===== src/rtl/watch_time_ctrl_pkg.sv =====
// Shared types and limits for the watch timekeeping controller.
// Imported by the counter, the interface users and the top.
package watch_pkg;

  typedef enum logic [1:0] {
    MODE_RUN   = 2'd0,
    MODE_SET_H = 2'd1,
    MODE_SET_M = 2'd2,
    MODE_SET_S = 2'd3
  } mode_t;

  localparam int HOUR_MAX = 23;
  localparam int MIN_MAX  = 59;
  localparam int SEC_MAX  = 59;

  function automatic logic [7:0] bcd8(input int v);
    return {4'(v / 10), 4'(v % 10)};
  endfunction

endpackage


===== src/rtl/watch_time_ctrl_if.sv =====
// Button and display bundle between the watch front panel
// and the timekeeping controller.
interface watch_time_ctrl_if;

  logic       BTN_MODE;
  logic       BTN_INC;
  logic [3:0] BCD_H1;
  logic [3:0] BCD_H0;
  logic [3:0] BCD_M1;
  logic [3:0] BCD_M0;
  logic [3:0] BCD_S1;
  logic [3:0] BCD_S0;
  logic [1:0] MODE;
  logic       BLINK;
  logic       DAY_PULSE;

  modport master (
    output BTN_MODE, BTN_INC,
    input  BCD_H1, BCD_H0,
    input  BCD_M1, BCD_M0,
    input  BCD_S1, BCD_S0,
    input  MODE, BLINK, DAY_PULSE
  );

  modport slave (
    input  BTN_MODE, BTN_INC,
    output BCD_H1, BCD_H0,
    output BCD_M1, BCD_M0,
    output BCD_S1, BCD_S0,
    output MODE, BLINK, DAY_PULSE
  );

endinterface


===== src/rtl/watch_time_ctrl_bcd_mod_counter.sv =====
// Two-digit BCD field counter, wraps from MAX to 00.
// carry is combinational: high when at MAX while inc is set.
module bcd_mod_counter
  import watch_pkg::*;
#(
  parameter int MAX = 59
) (
  input  logic       CLK,
  input  logic       RST,
  input  logic       inc,
  input  logic       clr,
  output logic [3:0] d1,
  output logic [3:0] d0,
  output logic       carry
);

  localparam logic [7:0] MAX_BCD = bcd8(MAX);

  logic at_max;

  assign at_max = ({d1, d0} == MAX_BCD);
  assign carry  = inc & at_max;

  always_ff @(posedge CLK) begin
    if (RST || clr) begin
      d1 <= 4'd0;
      d0 <= 4'd0;
    end else if (inc) begin
      if (at_max) begin
        d1 <= 4'd0;
        d0 <= 4'd0;
      end else if (d0 == 4'd9) begin
        d1 <= d1 + 4'd1;
        d0 <= 4'd0;
      end else begin
        d0 <= d0 + 4'd1;
      end
    end
  end

endmodule


===== src/rtl/watch_time_ctrl.sv =====
// 24 h watch controller: 1 Hz prescaler, HH:MM:SS chain,
// set-mode FSM with field blink and day rollover pulse.
module watch_time_ctrl
  import watch_pkg::*;
#(
  parameter int TICK_DIV  = 50_000_000,
  parameter int BLINK_DIV = 25_000_000
) (
  input  logic         CLK,
  input  logic         RST,
  watch_time_ctrl_if.slave bus
);

  localparam int PW = $clog2(TICK_DIV + 1);
  localparam int BW = $clog2(BLINK_DIV + 1);
  localparam logic [PW-1:0] PRE_LAST = PW'(TICK_DIV - 1);
  localparam logic [BW-1:0] BLK_LAST = BW'(BLINK_DIV - 1);

  mode_t         state_q;
  mode_t         state_d;
  logic [PW-1:0] pre_q;
  logic [BW-1:0] blk_q;
  logic          blink_q;
  logic          day_q;

  logic run;
  logic tick;
  logic sec_inc;
  logic sec_clr;
  logic min_inc;
  logic hr_inc;
  logic set_h_inc;
  logic set_m_inc;
  logic sec_c;
  logic min_c;
  logic hr_c;

  logic [3:0] h1, h0, m1, m0, s1, s0;

  assign run  = (state_q == MODE_RUN);
  assign tick = run && (pre_q == PRE_LAST);

  // Mode entry wins over a coincident tick.
  assign sec_inc = tick && !bus.BTN_MODE;
  assign min_inc = run ? sec_c : set_m_inc;
  assign hr_inc  = run ? min_c : set_h_inc;

  always_ff @(posedge CLK) begin
    if (RST) state_q <= MODE_RUN;
    else     state_q <= state_d;
  end

  always_comb begin
    state_d   = state_q;
    set_h_inc = 1'b0;
    set_m_inc = 1'b0;
    sec_clr   = 1'b0;
    unique case (state_q)
      MODE_RUN: begin
        if (bus.BTN_MODE) state_d = MODE_SET_H;
      end
      MODE_SET_H: begin
        if (bus.BTN_MODE) state_d = MODE_SET_M;
        else set_h_inc = bus.BTN_INC;
      end
      MODE_SET_M: begin
        if (bus.BTN_MODE) state_d = MODE_SET_S;
        else set_m_inc = bus.BTN_INC;
      end
      MODE_SET_S: begin
        if (bus.BTN_MODE) state_d = MODE_RUN;
        else sec_clr = bus.BTN_INC;
      end
      default: state_d = MODE_RUN;
    endcase
  end

  always_ff @(posedge CLK) begin
    if (RST || !run || bus.BTN_MODE || tick)
      pre_q <= '0;
    else
      pre_q <= pre_q + PW'(1);
  end

  always_ff @(posedge CLK) begin
    if (RST || run || bus.BTN_MODE) begin
      blk_q   <= '0;
      blink_q <= 1'b0;
    end else if (blk_q == BLK_LAST) begin
      blk_q   <= '0;
      blink_q <= ~blink_q;
    end else begin
      blk_q <= blk_q + BW'(1);
    end
  end

  // Hour carry only reaches here in RUN on the full rollover.
  always_ff @(posedge CLK) begin
    if (RST) day_q <= 1'b0;
    else     day_q <= hr_c && run;
  end

  bcd_mod_counter #(.MAX(SEC_MAX)) u_sec (
    .CLK   (CLK),
    .RST   (RST),
    .inc   (sec_inc),
    .clr   (sec_clr),
    .d1    (s1),
    .d0    (s0),
    .carry (sec_c)
  );

  bcd_mod_counter #(.MAX(MIN_MAX)) u_min (
    .CLK   (CLK),
    .RST   (RST),
    .inc   (min_inc),
    .clr   (1'b0),
    .d1    (m1),
    .d0    (m0),
    .carry (min_c)
  );

  bcd_mod_counter #(.MAX(HOUR_MAX)) u_hr (
    .CLK   (CLK),
    .RST   (RST),
    .inc   (hr_inc),
    .clr   (1'b0),
    .d1    (h1),
    .d0    (h0),
    .carry (hr_c)
  );

  assign bus.BCD_H1    = h1;
  assign bus.BCD_H0    = h0;
  assign bus.BCD_M1    = m1;
  assign bus.BCD_M0    = m0;
  assign bus.BCD_S1    = s1;
  assign bus.BCD_S0    = s0;
  assign bus.MODE      = state_q;
  assign bus.BLINK     = blink_q;
  assign bus.DAY_PULSE = day_q;

endmodule

===== src/flat_wrapper.sv =====
// flat-port wrapper written by rule: the top's interface ports become plain ports
module watch_time_ctrl_flat import watch_pkg::*;
#(
  parameter int TICK_DIV  = 50_000_000,
  parameter int BLINK_DIV = 25_000_000
)
  (CLK, RST, bus_BTN_MODE, bus_BTN_INC, bus_BCD_H1, bus_BCD_H0, bus_BCD_M1, bus_BCD_M0, bus_BCD_S1, bus_BCD_S0, bus_MODE, bus_BLINK, bus_DAY_PULSE);
  watch_time_ctrl_if bus_i ();
  input  logic CLK;
  input  logic RST;
  input wire logic [$bits(bus_i.BTN_MODE)-1:0] bus_BTN_MODE;
  input wire logic [$bits(bus_i.BTN_INC)-1:0] bus_BTN_INC;
  output wire logic [$bits(bus_i.BCD_H1)-1:0] bus_BCD_H1;
  output wire logic [$bits(bus_i.BCD_H0)-1:0] bus_BCD_H0;
  output wire logic [$bits(bus_i.BCD_M1)-1:0] bus_BCD_M1;
  output wire logic [$bits(bus_i.BCD_M0)-1:0] bus_BCD_M0;
  output wire logic [$bits(bus_i.BCD_S1)-1:0] bus_BCD_S1;
  output wire logic [$bits(bus_i.BCD_S0)-1:0] bus_BCD_S0;
  output wire logic [$bits(bus_i.MODE)-1:0] bus_MODE;
  output wire logic [$bits(bus_i.BLINK)-1:0] bus_BLINK;
  output wire logic [$bits(bus_i.DAY_PULSE)-1:0] bus_DAY_PULSE;
  assign bus_i.BTN_MODE = bus_BTN_MODE;
  assign bus_i.BTN_INC = bus_BTN_INC;
  assign bus_BCD_H1 = bus_i.BCD_H1;
  assign bus_BCD_H0 = bus_i.BCD_H0;
  assign bus_BCD_M1 = bus_i.BCD_M1;
  assign bus_BCD_M0 = bus_i.BCD_M0;
  assign bus_BCD_S1 = bus_i.BCD_S1;
  assign bus_BCD_S0 = bus_i.BCD_S0;
  assign bus_MODE = bus_i.MODE;
  assign bus_BLINK = bus_i.BLINK;
  assign bus_DAY_PULSE = bus_i.DAY_PULSE;
  watch_time_ctrl #(.TICK_DIV(TICK_DIV), .BLINK_DIV(BLINK_DIV)) u_core (.CLK(CLK), .RST(RST), .bus(bus_i));
endmodule

===== config.mk =====
export PLATFORM = sky130hd
export DESIGN_NAME = watch_time_ctrl_flat
export DESIGN_NICKNAME = d
export VERILOG_FILES = /design/src/rtl/watch_time_ctrl_pkg.sv /design/src/rtl/watch_time_ctrl_if.sv /design/src/rtl/watch_time_ctrl_bcd_mod_counter.sv /design/src/rtl/watch_time_ctrl.sv /design/src/flat_wrapper.sv
export SDC_FILE = /design/constraint.sdc
export NUM_CORES = 1
export LEC_CHECK = 0
export CAP_MARGIN = 20
export CORE_ASPECT_RATIO = 1.4
export CORE_MARGIN = 2
export CORE_UTILIZATION = 40
export CTS_BUF_LIST = sky130_fd_sc_hd__clkbuf_2
export CTS_CLUSTER_DIAMETER = 120
export CTS_CLUSTER_SIZE = 8
export DETAILED_ROUTE_END_ITERATION = 7
export GPL_ROUTABILITY_DRIVEN = 0
export PLACE_DENSITY = 0.64
export SYNTH_ARGS = -nofsm -noshare
export SYNTH_HDL_FRONTEND = slang
export SYNTH_SLANG_ARGS = --single-unit

===== constraint.sdc =====
create_clock -name CLK -period 4.7 [get_ports CLK]
set_clock_uncertainty 0.1 [all_clocks]
set_input_delay 0.47 -clock CLK [delete_from_list [all_inputs] [get_ports CLK]]
set_output_delay 0.47 -clock CLK [all_outputs]
set_load 0.005 [all_outputs]

### Word-level counts from Yosys, hierarchy flattened

Cells that the tools add are included.

| storage, ports and cells | value |
|---|---|
| bits in registers | 79 |
| bits in latches | 0 |
| memory bits (writable) | 0 |
| ROM bits | 0 |
| input bits | 4 |
| output and inout bits | 28 |
| word-level logic and storage cells | 81 |
| memories kept | 0 |

| operators by class | value |
|---|---|
| $add $sub $neg | 8 |
| $mul | 0 |
| divide/modulo/power cells | 0 |
| $lt $le $gt $ge | 0 |
| equal/unequal tests | 15 |
| shift-type cells | 0 |
| multiplexer cells | 23 |
| bitwise logic cells | 4 |
| reductions and logical operators | 20 |

Operators by type and width:

| kind | count |
|---|---|
| 4-bit two-way mux | 12 |
| 26-bit by 1-bit adder with 26-bit output (second input constant) | 1 |
| 26-bit equality test (second input constant) | 1 |
| 25-bit by 1-bit adder with 25-bit output (second input constant) | 1 |
| 25-bit equality test (second input constant) | 1 |
| 4-bit by 1-bit adder with 4-bit output (second input constant) | 6 |
| 8-bit by 7-bit equality test with 1-bit output (second input constant) | 2 |
| 4-bit equality test (second input constant) | 3 |
| 8-bit by 6-bit equality test with 1-bit output (second input constant) | 1 |
| 2-bit two-way mux | 4 |
| 2-bit inequality test (second input constant) | 4 |
| 2-bit case mux with 4 select lines | 1 |
| 1-bit logical OR | 6 |
| 1-bit two-way mux | 6 |
| 2-bit AND reduction | 3 |
| 2-bit nonzero test | 3 |
| 2-bit equality test (second input constant) | 2 |
| 4-bit AND reduction | 1 |
| 1-bit AND | 3 |
| 1-bit logical AND | 3 |
| 2-bit by 1-bit equality test with 1-bit output (second input constant) | 1 |
| 1-bit zero test | 2 |
| 2-bit zero test | 1 |
| 2-bit OR reduction | 1 |
| 1-bit inverter | 1 |

### Longest topological paths before layout

| logic depth | value |
|---|---|
| depth after elaboration | 9 |
| gate-level depth with buffers | 8 |

### Modules after synthesis

From an unflattened synthesis, not the netlist that was laid out.

| second synthesis, totals | value |
|---|---|
| cells, all modules | 469 |
| area total of the unflattened synthesis | 3908.7 um^2 |

Modules (own cells, without submodules):

| module | instances | cells an instance | area an instance (um^2) | sequential area each (um^2) |
|---|---|---|---|---|
| watch_time_ctrl | 1 | 309 | 2593.7 | 1101.1 |
| bcd_mod_counter at u_core.u_min ... | 2 | 54 | 440.4 | 160.2 |
| bcd_mod_counter at u_core.u_hr | 1 | 52 | 434.2 | 160.2 |

### Worst setup path after synthesis

OpenSTA, ideal clock, no wires.

| path | value |
|---|---|
| kind | flip-flop to flip-flop |
| start point | register u_core.u_sec.d0[0] |
| end point | register u_core.u_min.d1[0] |
| library setup time | 0.121 ns |
| arrival | 1.935 ns |
| required time | 4.479 ns |
| setup slack | 2.544 ns |
| cell stages (with the launch flop) | 8 |
| buffers on the path | 1 |
| cell sequence | dfxtp_1 ha_1 nor4bb_1 and4_4 and3b_1 buf_2 o21a_1 mux2_2 |

| on the way | value |
|---|---|
| word-level cells in the longest chain between the ends | 4 |

Ends and longest elaborated chain:

| what | line | RTL |
|---|---|---|
| start: declaration | watch_time_ctrl_bcd_mod_counter.sv:13 | `output logic [3:0] d0,` |
| start signal: assignment | watch_time_ctrl_bcd_mod_counter.sv:36 | `d0 <= d0 + 4'd1;` |
| 8-bit by 7-bit equality test with 1-bit output | watch_time_ctrl_bcd_mod_counter.sv:21 | `assign at_max = ({d1, d0} == MAX_BCD);` |
| 1-bit AND | watch_time_ctrl_bcd_mod_counter.sv:22 | `assign carry = inc & at_max;` |
| 1-bit two-way mux | watch_time_ctrl.sv:45 | `assign min_inc = run ? sec_c : set_m_inc;` |
| 2-bit AND reduction (no source line) | - |  |
| end signal: assignment | watch_time_ctrl_bcd_mod_counter.sv:33 | `d1 <= d1 + 4'd1;` |
| end: declaration | watch_time_ctrl_bcd_mod_counter.sv:12 | `output logic [3:0] d1,` |

No other way between the ends.
A chain may end at the register's enable or synchronous reset.

### Final worst setup path

| path | value |
|---|---|
| start point | register u_core.state_q[0], in the netlist u_core.bus.MODE[0] |
| end point | register u_core.pre_q[25] |

| on the way | value |
|---|---|
| word-level cells in the longest chain between the ends | 5 |
| elaborated cells on any way between the ends | 6 |
| classes of those cells | reduce/logical: 6 |

Ends and longest elaborated chain:

| what | line | RTL |
|---|---|---|
| start: declaration | watch_time_ctrl.sv:19 | `mode_t state_q;` |
| start signal: assignment | watch_time_ctrl.sv:50 | `else state_q <= state_d;` |
| 2-bit zero test (*) | watch_time_ctrl.sv:40 | `assign run = (state_q == MODE_RUN);` |
| 1-bit zero test | watch_time_ctrl.sv:79 | `if (RST \|\| !run \|\| bus.BTN_MODE \|\| tick)` |
| 1-bit logical OR (2 in a row) | watch_time_ctrl.sv:79 |  |
| 1-bit logical OR (*) | watch_time_ctrl.sv:79 |  |
| end signal: assignment | watch_time_ctrl.sv:82 | `pre_q <= pre_q + PW'(1);` |
| end: declaration | watch_time_ctrl.sv:21 | `logic [PW-1:0] pre_q;` |

Every way passes the cells marked *; elsewhere a longest branch is shown, timed or not.

==> flow_metrics.py <==
metrics = {
    "setup_path": {
        "path_buf_inv": 1,
        "path_cells": "inv_1 > ha_1 > nor4bb_1 > and4_1 > a21o_1 > or4_1 > nand2_1",
        "critPathTopFamily": "simple AND/OR/NAND/NOR gates",
        "critPathMaxStageDelay_ns": 0.60,
        "worstSetupPathType": "reg2reg",
        "worstPathRequired_ns": 5.11,
        "crit_arrival_ns": 3.01,
        "cpMaxStageDelayCell": "or4_1",
        "endpoint_kind": "register",
        "cp_max_fo": 25,
        "worst_setup_path_start_kind": "register",
    },
    "route": {
        "drc": 0,
        "routed_wl_um": 8400,
        "viasPerCell": 5.34,
        "drtIter0Drc": 147,
        "ant_nets": 0,
        "wl_per_cell_um": 13.5,
        "vias": 3316,
        "drtPass1Iterations": 5,
    },
    "global_route": {
        "grt_pass1_wl_um": 14200,
        "grt_max_degree": 28,
        "overflow": 0,
        "antenna_found_initial": 1,
        "gr-usage-all-layers": 0.164,
        "grt_pass1_vias": 3083,
    },
    "floorplan": {
        "dieWidth_um": 88.9,
        "core_um2": 9850,
        "ios": 32,
        "dieArea_um2": 10900,
        "start_util": 0.410,
        "dieHeight_um": 123,
        "rows": 43,
    },
    "logic_synthesis": {
        "synth-async-reset-ratio": 0,
        "synth_area_leaders": "dfxtp_1, xor2_1, ha_1, nor2_1, nand3_1",
        "synth_top_area_frac": 0.392,
        "synth_seq_area_share": 0.392,
        "syn_avg_cell_area_um2": 8.88,
        "post_synth_inst_count": 454,
        "yosysTopAreaCell": "dfxtp_1",
        "ys.flop_type": "dfxtp_1",
        "synth.distinct_cells": 59,
        "ys_seq_elements": 79,
        "syn_area_um2": 4030,
        "syn_nets": 476,
        "synth_enable_flop_cells": 0,
        "yosys_warnings": 0,
    },
    "clock_tree": {
        "cts.htree.levels": 3,
        "worstSkewPairLatency_ns": 0.57,
        "cts_tree": "built",
        "clk_pin_slew_ns": 0.24,
        "post_cts_buffers": 0,
        "cts_root_buf": "clkbuf_2",
        "cts_made_buffers": 9,
        "hold_buffers": 0,
        "cts.path.max_buffers": 2,
        "cts-resized-gates": 0,
        "cts.sinks": 79,
    },
    "timing": {
        "rsz0062_at_grt": "false",
        "fin_crit_ns": 2.60,
        "drv_slew": 0,
        "worst_pin_slew_ns": 0.847,
        "hold_viol_final": 0,
        "finalCritPeriodShare": 0.552,
        "setup_ws_ns": 2.10,
        "setup_violations": 0,
        "relSlewSlack": 0.435,
        "fmax_ghz": 0.385,
        "tns_ns": 0,
    },
    "final_layout": {
        "fin_cells": 621,
        "synthToLayoutAreaGrowth_pct": 13.6,
        "nets": 502,
        "layout-drive-gt1-share": 0.0680,
    },
    "place": {
        "dp_hpwl_um": 6000,
        "numPortBuffers": 31,
        "place_ws_ns": 1.83,
        "dp.cells": 604,
    },
    "pwr": {
        "finalPower_mw": 1.17,
        "power_density_nw_per_um2": 256,
        "p_sw_frac": 0.254,
        "intPower_uw": 876,
        "comb_power_share": 0.060,
        "p_switching_uw": 298,
        "p_clk_frac": 0.356,
        "ir_drop_v": 0.000114,
        "power.leakage_nw": 1.62,
        "seq_power_share": 0.584,
    },
    "job": {
        "cap_viol_max_count": 0,
    },
    "run_status": {
        "status": "finished, final reports clean",
    },
    "worst_hold_path": {
        "hp-class": "reg2reg",
    },
}
==> cell usage after synthesis (3+ instances only) <==
cell	count
nor2_1	60
nor3_1	12
or4_1	4
a21oi_1	11
dfxtp_1	79
nor2b_1	5
nand3_1	34
and4_1	9
and3_1	14
ha_1	18
o21ai_0	10
nand4_1	10
nor4_1	5
clkbuf_1	12
xor2_1	36
nand3b_1	4
nor4b_1	3
xnor2_1	12
nand2_1	30
and3b_1	4
and2_1	6
inv_1	16
mux2i_1	5
buf_2	4
mux2_2	4
nor4bb_1	4
==> cell families after synthesis <==
family	count (synthesis)	synth area share
simple gates	221	0.311
flops	79	0.392
xor+xnor	48	0.104
compound gates	45	0.0782
buf+inv	34	0.0347
fa+ha+maj	18	0.0558
mux	9	0.0236
==> area by class of cell <==
| type | instances | area, um2 |
|---|---|---|
| inverters | 16 | 60.1 |
| flip-flops and latches | 79 | 1580 |
| diodes | 1 | 2.50 |
| repair buffers | 33 | 325 |
| well taps | 135 | 169 |
| clock buffers | 9 | 45.0 |
| fillers | 983 | 5260 |
| clock inverters | 7 | 87.6 |
| multi-input cells | 341 | 2310 |
==> flip-flops by register name (all words and copies together) (netlist names) <==
name / cells
u_core.blk_q: 25
u_core.bus.DAY_PULSE: 1
u_core.bus.MODE: 2
u_core.u_hr.d1: 4
u_core.pre_q: 26
u_core.u_hr.d0: 4
u_core.u_min.d1: 4
u_core.u_sec.d1: 4
u_core.u_sec.d0: 4
u_core.bus.BLINK: 1
u_core.u_min.d0: 4
==> stage by stage <==
| step | instance area (um2) | hold slack (ns) | util |
|---|---|---|---|
| 2_1_floorplan | 4030 | 0.330 | - |
| 3_3_place_gp | 4450 | 0.350 | 0.452 |
| 3_5_place_dp | 4450 | 0.359 | 0.452 |
| 4_1_cts | 4580 | 0.399 | 0.465 |
| 5_1_grt | 4580 | 0.414 | 0.465 |
| 6_report | 4580 | 0.396 | 0.465 |
==> metal layers <==
metal / global-route usage / up-vias / wire length (um)
met2: 0.277 / 49 / 4260
met3: 0.0370 / 11 / 214
met1: 0.197 / 1589 / 3770
met5: 0 / - / 0
li1: - / 1667 / -
met4: 0.0682 / 0 / 153
==> power groups by stage <==
stage	Clock, mW	Sequential [mW]	Combinational (mW)
3_5_place_dp	0	0.699	0.0716
6_report	0.418	0.686	0.0704
4_1_cts	0.430	0.686	0.0717
5_1_grt	0.456	0.687	0.0797
3_3_place_gp	0	0.698	0.0693
2_1_floorplan	0	0.697	0.0490
==> worst register-to-register path, stage by stage, from the launching register on <==
cell	delay (ns)
dfxtp_1	0.49
inv_1	0.09
ha_1	0.31
nor4bb_1	0.17
and4_1	0.22
a21o_1	0.46
or4_1	0.61
nand2_1	0.07
==> worst paths after layout <==
path	start	endpoint	slack, ns	cells after the start
min	u_core.pre_q[0]$_SDFF_PP0_	u_core.pre_q[0]$_SDFF_PP0_	0.40	1
max reg2reg	u_core.bus.MODE[0]$_SDFFE_PP0P_	u_core.pre_q[25]$_SDFF_PP0_	2.10	7
max	u_core.bus.MODE[0]$_SDFFE_PP0P_	u_core.pre_q[25]$_SDFF_PP0_	2.10	7
min reg2reg	u_core.pre_q[0]$_SDFF_PP0_	u_core.pre_q[0]$_SDFF_PP0_	0.40	1
==> layout by cell type, fill, tap and decap left out, types with 3 or more instances in the layout <==
cell / n
clkbuf_2: 9
and2_1: 6
nor4bb_1: 4
nand2_1: 30
nand3_1: 34
xor2_1: 36
nor2_1: 60
xnor2_1: 12
nor4_1: 5
nand4_1: 10
mux2i_1: 5
nor4b_1: 3
mux2_2: 4
nor3_1: 12
ha_1: 18
inv_1: 16
and3_1: 14
and3b_1: 4
a21oi_1: 11
nand3b_1: 4
clkdlybuf4s50_1: 31
nor2b_1: 5
clkinv_2: 3
or4_1: 4
dfxtp_1: 79
o21ai_0: 10
and4_1: 9
Note: power is estimated with default switching activity, not from simulation.
